**src/rtl/border_frame_sched.sv**
```systemverilog
// border_frame_sched
//
// Frame sequencer for a 3x3 border-detection kernel. It walks one
// WIDTH x HEIGHT frame in raster order. It issues read addresses to the input
// frame memory and shift strobes to the kernel window. It issues write
// addresses, each with a border-force flag, to the output frame memory. When
// the frame is complete it pulses done. The kernel datapath lives outside
// this block.
//
// Optional feature: define HOLD_STATS_EN to add the hold_cycles output.
// hold_cycles counts busy & hold cycles for the current/last frame.
//
// Ports:
//   clk          clock
//   rst          synchronous active-high reset
//   start        frame start request, accepted only in IDLE
//   thresh[7:0]  kernel threshold, sampled when start is accepted
//   hold         pause: suppresses new reads and flush writes
//   busy         high in RUN, DRAIN and DONE
//   done         one-cycle pulse at frame completion
//   thresh_q     threshold latched at frame start
//   rd_en        input memory read strobe (read latency 1)
//   rd_addr      linear read address
//   win_shift    shift rd_data into the window (rd_en delayed one cycle)
//   wr_en        output memory write strobe
//   wr_addr      linear centre address being written
//   wr_border    1 = write 0 (frame edge), 0 = write kernel result
//   hold_cycles  (HOLD_STATS_EN only) busy & hold cycle count, saturating
//
// Handshake: start is a level request; it is consumed on the first clock in
// which the sequencer is IDLE and is ignored otherwise. hold is a
// back-pressure level. It only gates work that has not yet been issued
// (reads, flush writes). Data already in flight (window shifts, pipeline
// writes) always completes.

module border_frame_sched #(
    parameter int WIDTH  = 320,
    parameter int HEIGHT = 240,
    parameter int KLAT   = 1,
    parameter int ADDR_W = 17
) (
    input  logic              clk,
    input  logic              rst,
    input  logic              start,
    input  logic [7:0]        thresh,
    input  logic              hold,
    output logic              busy,
    output logic              done,
    output logic [7:0]        thresh_q,
    output logic              rd_en,
    output logic [ADDR_W-1:0] rd_addr,
    output logic              win_shift,
    output logic              wr_en,
    output logic [ADDR_W-1:0] wr_addr,
    output logic              wr_border
`ifdef HOLD_STATS_EN
    ,
    output logic [31:0]       hold_cycles
`endif
);

    localparam int SIZE = WIDTH * HEIGHT;

    // The first WIDTH+1 shifts only prime the window. Shift number WIDTH+1
    // is the first one that centres pixel 0.
    localparam logic [ADDR_W:0]   S_FIRST    = (ADDR_W+1)'(WIDTH + 1);
    localparam logic [ADDR_W-1:0] LAST_ADDR  = ADDR_W'(SIZE - 1);
    localparam logic [ADDR_W-1:0] FLUSH_FROM = ADDR_W'(SIZE - WIDTH - 1);
    localparam logic [ADDR_W-1:0] X_LAST     = ADDR_W'(WIDTH - 1);
    localparam logic [ADDR_W-1:0] Y_LAST     = ADDR_W'(HEIGHT - 1);

    typedef enum logic [1:0] {
        IDLE  = 2'd0,
        RUN   = 2'd1,
        DRAIN = 2'd2,
        DONE  = 2'd3
    } state_t;

    state_t state, state_nx;

    logic [ADDR_W-1:0] r;       // next read index
    logic [ADDR_W-1:0] w;       // next write index
    logic [ADDR_W-1:0] wx, wy;  // column/row of w, tracked without division
    logic [ADDR_W:0]   s;       // window shifts seen this frame
    logic [KLAT-1:0]   dly;     // kernel latency delay line for pipeline writes

    logic start_acc;
    logic flush_wr;
    logic pipe_wr;
    logic sched;
    logic at_edge;

    assign start_acc = (state == IDLE) && start;
    assign sched     = win_shift && (s >= S_FIRST);
    assign pipe_wr   = dly[KLAT-1];
    assign at_edge   = (wx == '0) || (wx == X_LAST) || (wy == '0) || (wy == Y_LAST);

    // Pipeline and flush writes cannot coincide. Flushing starts only when w
    // has passed every pipeline address, and a pipeline write always
    // carries w < FLUSH_FROM.
    assign wr_en     = pipe_wr | flush_wr;
    assign wr_addr   = wr_en ? w : '0;
    assign wr_border = wr_en & (flush_wr | at_edge);
    assign rd_addr   = rd_en ? r : '0;

    always_comb begin
        state_nx = state;
        rd_en    = 1'b0;
        flush_wr = 1'b0;
        busy     = 1'b0;
        done     = 1'b0;
        case (state)
            IDLE: begin
                if (start) begin
                    state_nx = RUN;
                end
            end
            RUN: begin
                busy  = 1'b1;
                rd_en = ~hold;
                if (!hold && (r == LAST_ADDR)) begin
                    state_nx = DRAIN;
                end
            end
            DRAIN: begin
                busy = 1'b1;
                if (!hold && (w >= FLUSH_FROM)) begin
                    flush_wr = 1'b1;
                    if (w == LAST_ADDR) begin
                        state_nx = DONE;
                    end
                end
            end
            DONE: begin
                busy     = 1'b1;
                done     = 1'b1;
                state_nx = IDLE;
            end
            default: state_nx = IDLE;
        endcase
    end

    always_ff @(posedge clk) begin
        if (rst) begin
            state     <= IDLE;
            thresh_q  <= '0;
            r         <= '0;
            w         <= '0;
            wx        <= '0;
            wy        <= '0;
            s         <= '0;
            win_shift <= 1'b0;
            dly       <= '0;
        end else begin
            state     <= state_nx;
            win_shift <= rd_en;
            // Truncating cast drops the oldest stage: {dly[KLAT-2:0], sched}.
            dly       <= KLAT'({dly, sched});

            if (start_acc) begin
                thresh_q <= thresh;
                r        <= '0;
                w        <= '0;
                wx       <= '0;
                wy       <= '0;
                s        <= '0;
            end else begin
                if (rd_en) begin
                    r <= r + 1'b1;
                end
                if (win_shift) begin
                    s <= s + 1'b1;
                end
                if (wr_en) begin
                    w <= w + 1'b1;
                    if (wx == X_LAST) begin
                        wx <= '0;
                        wy <= wy + 1'b1;
                    end else begin
                        wx <= wx + 1'b1;
                    end
                end
            end
        end
    end

`ifdef HOLD_STATS_EN
    always_ff @(posedge clk) begin
        if (rst || start_acc) begin
            hold_cycles <= '0;
        end else if (busy && hold && (hold_cycles != 32'hFFFF_FFFF)) begin
            hold_cycles <= hold_cycles + 32'd1;
        end
    end
`endif

endmodule

```
**config.mk**
```make
export PLATFORM = sky130hd
export DESIGN_NAME = border_frame_sched
export DESIGN_NICKNAME = d
export VERILOG_FILES = /design/src/rtl/border_frame_sched.sv
export SDC_FILE = /design/constraint.sdc
export NUM_CORES = 1
export LEC_CHECK = 0
export ABC_CLOCK_PERIOD_IN_PS = 2100
export BUFFER_PORTS_ARGS = -buffer_cell sky130_fd_sc_hd__buf_2
export CORE_MARGIN = 2
export CORE_UTILIZATION = 34
export CTS_CLUSTER_DIAMETER = 60
export DETAILED_ROUTE_END_ITERATION = 7
export GPL_TIMING_DRIVEN = 0
export PLACE_DENSITY = 0.59
export SYNTH_ARGS = -nofsm -noshare
export SYNTH_HDL_FRONTEND = slang
export SYNTH_SLANG_ARGS = --single-unit
```
**constraint.sdc**
```tcl
create_clock -name clk -period 2.1 [get_ports clk]
set_input_delay 0.105 -clock clk [delete_from_list [all_inputs] [get_ports clk]]
set_output_delay 0.105 -clock clk [all_outputs]
set_load 0.05 [all_outputs]
```
Word level (Yosys, flattened, before mapping)

Index checks and enable logic that the tools add are counted.
W data, S select, Z words.

Output and inout bits: 48
Bits in registers: 98
Word-level logic and storage cells: 59

Mux-type cells: 13
Eq/ne operators: 11
Reductions and logical operators: 15
Magnitude comparators: 2
$add $sub $neg: 5
Bitwise gates (word level): 4

Operators with widths:

| cell                    | count |
|---|---|
| $add A17 B1 Y17 const B | 4 |
| $mux W17                | 3 |
| $eq A17 B17 Y1 const B  | 2 |
| $logic_not A17 Y1       | 2 |
| $add A18 B1 Y18 const B | 1 |
| $ge A18 B9 Y1 const B   | 1 |
| $eq A17 B8 Y1 const B   | 1 |
| $eq A17 B9 Y1 const B   | 1 |
| $ge A17 B17 Y1 const B  | 1 |
| $mux W2                 | 4 |
| $ne A2 B2 Y1 const B    | 4 |
| $pmux W2 S4             | 1 |
| $mux W1                 | 5 |
| $eq A2 B2 Y1 const B    | 2 |
| $logic_and A1 B1 Y1     | 4 |
| $reduce_and A4 Y1       | 1 |
| $logic_or A1 B1 Y1      | 3 |
| $reduce_or A3 Y1        | 1 |
| $eq A2 B1 Y1 const B    | 1 |
| $logic_not A2 Y1        | 1 |
| $or A1 B1 Y1            | 2 |
| $reduce_and A2 Y1       | 1 |
| $reduce_or A2 Y1        | 1 |
| $and A1 B1 Y1           | 1 |
| other kinds (2)         | 2 |

Longest topological paths before layout

Gate-level depths: netlist of run 1.

Depth after elaboration: 6
Mapped depth: 9
Depth with buffers taken out: 8

Least setup slack after synthesis of run 1

OpenSTA, ideal clock, no wires.

Kind: register to output
From: reg w[11]
To: out wr_addr[11]
Arrival: 2.621 ns
Setup slack: -0.626 ns
Path buffers: 1
Data required time: 1.995 ns
Cell stages (with the launch flop): 8
Cells stage by stage: dfxtp_1 or3b_4 nor4_4 o311ai_4 and2_4 inv_1 clkbuf_1 and2_1

Cells in the longest elaborated chain, start to end: 6

RTL lines:

| what                     | RTL line | text |
|---|---|---|
| start: declaration       | 82       | `logic [ADDR_W-1:0] w;` |
| start signal: assignment | 175      | `w <= w + 1'b1;` |
| $ge A17 B17 Y1           | 127      | `if (!hold && (w >= FLUSH_FROM)) begin` |
| $logic_and A1 B1 Y1      | 127      |  |
| $mux W1                  | 127      |  |
| $mux W1                  | 112      | `case (state)` |
| $or A1 B1 Y1             | 101      | `assign wr_en = pipe_wr \| flush_wr;` |
| via wr_en                | 53       | `output logic wr_en,` |
| $mux W17                 | 102      | `assign wr_addr = wr_en ? w : '0;` |
| end: declaration         | 54       | `output logic [ADDR_W-1:0] wr_addr,` |

The timed path passes the listed nets, and every way through them passes these cells.

Worst setup path after layout of run 1

From: reg w[12]
To: out wr_addr[14]

Cells in the longest elaborated chain, start to end: 6

RTL lines:

| what                | RTL line |
|---|---|
| $ge A17 B17 Y1      | 127 |
| $logic_and A1 B1 Y1 | 127 |
| $mux W1             | 127 |
| $mux W1             | 112 |
| $or A1 B1 Y1        | 101 |
| $mux W17            | 102 |

No other way between the ends.

==> flow_summary.ini, run 1 <==
[setup_path]
worst-path-max-fanout = 10
reg2reg_setup_slack_ns = -0.22
crit_type = reg -> out
regToRegStartpoint = wx[10]
worstPathRequired_ns = 2.00
r2r-end = wy[16]
arrival_ns = 2.28
start_kind = flop
cp-end-kind = output pin
reg2reg_depth = 8

[timing]
rsz0062_at_grt = true
setup_violations = 58
drv_slew = 0
final_hold_viol_count = 0
holdWs_ns = 0.0145
relSlewSlack = 0.622
min_period_ns = 2.38
fin_crit_sh = 1.14
fmax_mhz = 419
tightest_slew_ns = 0.566
finalWorstSetupSlack_ns = -0.284
skew_ns = 0.00457

[placement]
place.gp.congestion = 0.875
hpwlAfterDp_um = 9530
io_buffers = 59
placed_cells = 860

[drt]
drt.antenna.violating_nets = 0
dr.pass1.iters = 4
routed_wl_um = 14300
drt_iter0_drc = 278
via_per_inst = 5.31
wl_per_cell_um = 15.7
num_vias = 4825
drc = 0

[finish]
drive_above_1_share = 0.305
antenna_cells = 0
seq_area_um2 = 1990
layout.nets = 746
multiInputGateArea_um2 = 3400
final.fill_count = 1344
area_growth_pct = 40.2
final_core_util = 0.490
fin_cells = 909

[yosys]
syn_nets = 643
synth_warnings = 0
synth-edff-count = 0
async_reset_ff_frac = 0
synth_seq_area_share = 0.385
synth.distinct_cells = 56
syn_avg_cell_area_um2 = 8.26
synth_seq_cells = 98
syn_area_um2 = 5100
synth_flop_cell = dfxtp_1
synthCells = 617

[outcome]
violations = setup timing
status = complete, but fails checks

[floorplanning]
die-width_um = 126
rows = 44
ioPinCount = 60
start_util = 0.349
die_y_um = 126
coreArea_um2 = 14600
die-area_um2 = 16000

[cts]
numCtsBuffers = 9
cts_tree = done
cts_num_sinks = 98
clk_path_buf_depth = 2
clk_pin_slew_ns = 0.07
cts_root_buf = clkbuf_16
clk_latency_ns = 0.35
htreeDepth = 3

[global_route]
grt_max_degree = 16
grt_overflow = 0
grt_pass1_wl_um = 23000
grt_pass1_vias = 4612
antenna_found_initial = 0
grtUsageTotal = 0.176

[worst_hold_path]
hold_class = in -> reg
hp-start = thresh[5]
hold_depth = 3
holdPathEnd = thresh_q[5]

[power]
ir_worst_vdd_v = 0.000709
p_leak_nw = 2.48
power.density_nw_per_um2 = 645

[flow_run]
maxCapViolCount = 0
[power by group]
part / switching, mW / internal (mW) / total (mW)
Combinational: 0.620 / 0.242 / 0.861
Sequential: 0.0461 / 1.91 / 1.96
Clock: 0.720 / 1.07 / 1.79
Total: 1.39 / 3.22 / 4.61
[cells in the mapped netlist (5+ instances only)]
cell / number / share of area
a211oi_1: 8 / 0.012
a21oi_1: 35 / 0.034
and2_1: 34 / 0.042
and3_1: 9 / 0.011
buf_2: 5 / 0.0049
clkbuf_1: 21 / 0.015
dfxtp_1: 98 / 0.38
ha_1: 14 / 0.034
inv_1: 21 / 0.015
nand2_1: 53 / 0.039
nand3_1: 48 / 0.047
nand4_1: 14 / 0.017
nor2_1: 78 / 0.057
nor3_1: 10 / 0.0098
nor3b_1: 6 / 0.0088
nor4_1: 10 / 0.012
o21ai_0: 13 / 0.013
o31ai_1: 5 / 0.0074
or3_1: 7 / 0.0086
xnor2_1: 32 / 0.055
xor2_1: 23 / 0.040
[layer usage]
layer	GRT usage	share of wire	up-vias
met5	0	0	-
li1	-	-	2373
met1	0.233	0.46	2331
met2	0.286	0.49	109
met4	0.0556	0.010	0
met3	0.0380	0.044	12
[metrics by stage]
| step | cell area (µm²) | power [mW] | worst slack, ns | setup TNS (ns) |
|---|---|---|---|---|
| after CTS | 6840 | 4.64 | -0.357 | -10.55 |
| final | 7150 | 4.61 | -0.284 | -9.57 |
| after floorplan | 5170 | 2.55 | -0.0440 | -0.457 |
| after detailed placement | 5700 | 2.79 | -0.893 | -65.60 |
| after global placement | 5700 | 2.77 | -0.817 | -59.64 |
| after global routing | 7150 | 4.81 | -0.381 | -15.44 |
[critical path, cell delays in order, from the launching register on]
cell,delay (ns)
dfxtp_4,0.36
or3b_4,0.39
nor4_4,0.22
o311ai_4,0.15
and2_4,0.20
clkinvlp_4,0.12
clkbuf_16,0.17
and2_4,0.17
buf_8,0.14
[timing repair]
item | in CTS | in global routing
resized for setup | 155 | 75
endpoints found under the hold margin | 4 | 0
pin swaps | 32 | 20
hold buffers | 4 | 0
setup endpoints to repair | 122 | 96
setup buffers | 23 | 9
[placed cells by master (no fill, tap or decap), drive strengths merged, types with 10 or more instances in the layout]
cell type	count
inv	20
nor4	12
nand2	53
xnor2	32
clkbuf	26
a21oi	36
nor2	78
buf	103
and2	35
nand4	14
xor2	23
o21ai	13
dfxtp	98
ha	14
nor3	10
nand3	48
[worst max path at each step]
stage | from | to | slack, ns | cells past startpoint
after global placement | state[0] | wy[11] | -0.82 | 8
final | w[12] | wr_addr[14] | -0.28 | 8
after global routing | w[5] | wr_addr[14] | -0.38 | 8
after detailed placement | state[0] | wy[12] | -0.89 | 8
after floorplan | wx[6] | wy[7] | -0.04 | 7
after CTS | w[11] | wr_addr[16] | -0.36 | 8
[final cells by class]
type / count / area share
multi-input combinational: 468 / 0.475
sequential: 98 / 0.279
timing repair buffer: 94 / 0.121
buffer: 28 / 0.0362
clock buffer: 11 / 0.0340
tap: 184 / 0.0322
inverter: 21 / 0.0116
clock inverter: 5 / 0.0109
[state kept, by name, indices dropped and copies added (netlist names)]
register / cells
wx: 17
w: 17
wy: 17
state: 2
thresh_q: 8
r: 17
s: 18
dly: 1
win_shift: 1
[kinds of logic after synthesis]
logic type,share of synthesized area
compound gates,0.135
buf+inv,0.0403
simple gates,0.305
mux,0.00589
flops,0.385
xor+xnor,0.0945
fa+ha+maj,0.0344
Power figures use the tool's default switching activity.
==> run 2, diff against run 1 <==
--- a/config.mk
+++ b/config.mk
@@ -13,6 +13,7 @@
 export DETAILED_ROUTE_END_ITERATION = 7
 export GPL_TIMING_DRIVEN = 0
 export PLACE_DENSITY = 0.59
+export REMOVE_ABC_BUFFERS = 1
 export SYNTH_ARGS = -nofsm -noshare
 export SYNTH_HDL_FRONTEND = slang
 export SYNTH_SLANG_ARGS = --single-unit
==> run 2 against run 1 <==
  * The run still ends with setup timing left
  * Via count up 5.1%
  * Maximum frequency down 2.0%
  * First-iteration DRC count up 4.0%
  * Combinational power barely moved
  * Sequential power about the same
  * Critical endpoint is now wr_addr[6]
==> flow_summary.ini, run 2 (synthesis results as in run 1) <==
[finish]
largest_register_ff_count = 18
drive_above_1_share = 0.357
area_growth_pct = 46.4
layout.nets = 763
regMostFlops = s
final_common_cell = dfxtp_1
fin_cells = 924
final.fill_count = 1271
final_cell_mix = 78 x dfxtp_1, 75 x nor2_1, 49 x nand2_1
antenna_cells = 0

[placement]
placed_cells = 831
place.gp.congestion = 0.803
hpwlAfterDp_um = 8200
io_buffers = 59

[timing]
fin_crit_sh = 1.16
tightest_slew_ns = 0.661
holdWs_ns = 0.0117
finalWorstSetupSlack_ns = -0.333
fmax_mhz = 411
setup_violations = 56
skew_ns = 0.0123
relSlewSlack = 0.558
fin_setup_tns_ns = -9.94
rsz0062_at_grt = true
drv_slew = 0
final_hold_viol_count = 0
min_period_ns = 2.43

[cts]
numCtsBuffers = 9
clk_path_buf_depth = 2
htreeDepth = 3
cts_root_buf = clkbuf_16
clk_latency_ns = 0.36
cts_tree = done
clk_pin_slew_ns = 0.07
cts_num_sinks = 98

[setup_path]
crit_type = reg -> out
cp_num_buf_inv = 5
cpPeakStageDelay_ns = 0.35
startpoint = w[12]
worst-path-max-fanout = 7
arrival_ns = 2.33
cpMostUsedCell = and2_4
regToRegStartpoint = w[9]
worstPathRequired_ns = 2.00
critPathTopFamily = buffers and inverters
cpMaxStageDelayCell = dfxtp_4
start_kind = flop
cp_cell_sequence = buf_6 > nor3_2 > o211ai_1 > buf_4 > a31oi_4 > buf_12 > and2_4 > clkinvlp_4 > and2_4 > buf_8
cp-end-kind = output pin

[worst_hold_path]
hp-start = thresh[3]
hold_class = in -> reg

[drt]
drt.antenna.violating_nets = 0
num_vias = 5072
via_per_inst = 5.49
routed_wl_um = 15600
drc = 0
drt_iter0_drc = 289
wl_per_cell_um = 16.9
dr.pass1.iters = 5

[floorplanning]
rows = 44
die-area_um2 = 16000
ioPinCount = 60
start_util = 0.349
coreArea_um2 = 14600
die_y_um = 126
die-width_um = 126

[global_route]
grtUsageTotal = 0.188
grt_max_degree = 42
grt_overflow = 0
grt_pass1_wl_um = 24400
antenna_found_initial = 0
grt_pass1_vias = 4900

[power]
power.density_nw_per_um2 = 595
p_leak_nw = 2.58
design_power_total_mw = 4.44
ir_worst_vdd_v = 0.000722

[outcome]
status = complete, but fails checks
violations = setup timing

[flow_run]
maxCapViolCount = 0
[run 2: per-stage QoR]
stage	util	instance area, µm²	setup slack [ns]
after global placement	0.377	5500	-2.26
after CTS	0.482	7030	-0.279
after floorplan	-	4970	-1.55
after global routing	0.512	7460	-0.390
final	0.512	7460	-0.333
after detailed placement	0.379	5530	-1.36
[run 2: worst min-delay path: cells and delay by family]
family / cells / cell delay [ns]
buffers and inverters: 1 / 0.09
AND/OR/NAND/NOR: 1 / 0.06
AO/OA/AOI/OAI: 1 / 0.06
[run 2: worst paths after layout]
kind / to / slack [ns] / cells past startpoint
setup / recovery: wr_addr[6] / -0.33 / 10
hold / removal: thresh_q[3] / 0.01 / 3
setup reg to reg: wy[12] / -0.32 / 8
hold reg to reg: thresh_q[7] / 0.46 / 2
[run 2: power breakdown]
| group | switching (mW) | internal [mW] | leakage (nW) | total (mW) |
|---|---|---|---|---|
| clock network | 0.715 | 0.910 | 0.131 | 1.63 |
| logic | 0.645 | 0.219 | 1.64 | 0.863 |
| registers | 0.0501 | 1.90 | 0.803 | 1.95 |
[run 2: final cells by class]
class                   count  area, µm²  area share
multi-input cells         474       3660       0.490
clock inverters             3       42.5     0.00570
well taps                 184        230      0.0308
clock buffers              11        233      0.0312
flip-flops and latches     98       2010       0.269
repair inverters            3       22.5     0.00302
inverters                  21       86.3      0.0116
repair buffers            130       1190       0.159
[run 2: metal layers]
layer  vias to the layer above  global-route usage  part of all wire  wire [µm]
li1                       2412                   -                 -          -
met1                      2454               0.231              0.43       6650
met2                       168               0.314              0.50       7750
met3                        38              0.0418             0.052        810
met4                         0              0.0853             0.025        391
met5                         -                   0                 0          0
[run 2: repair_timing]
item / in CTS / in global routing
pin swaps: 61 / 35
hold buffers: 3 / 0
setup buffers: 46 / 26
resized for setup: 202 / 50
cloned: 8 / 1
hold endpoints to repair: 3 / 0
endpoints found under the setup margin: 123 / 95
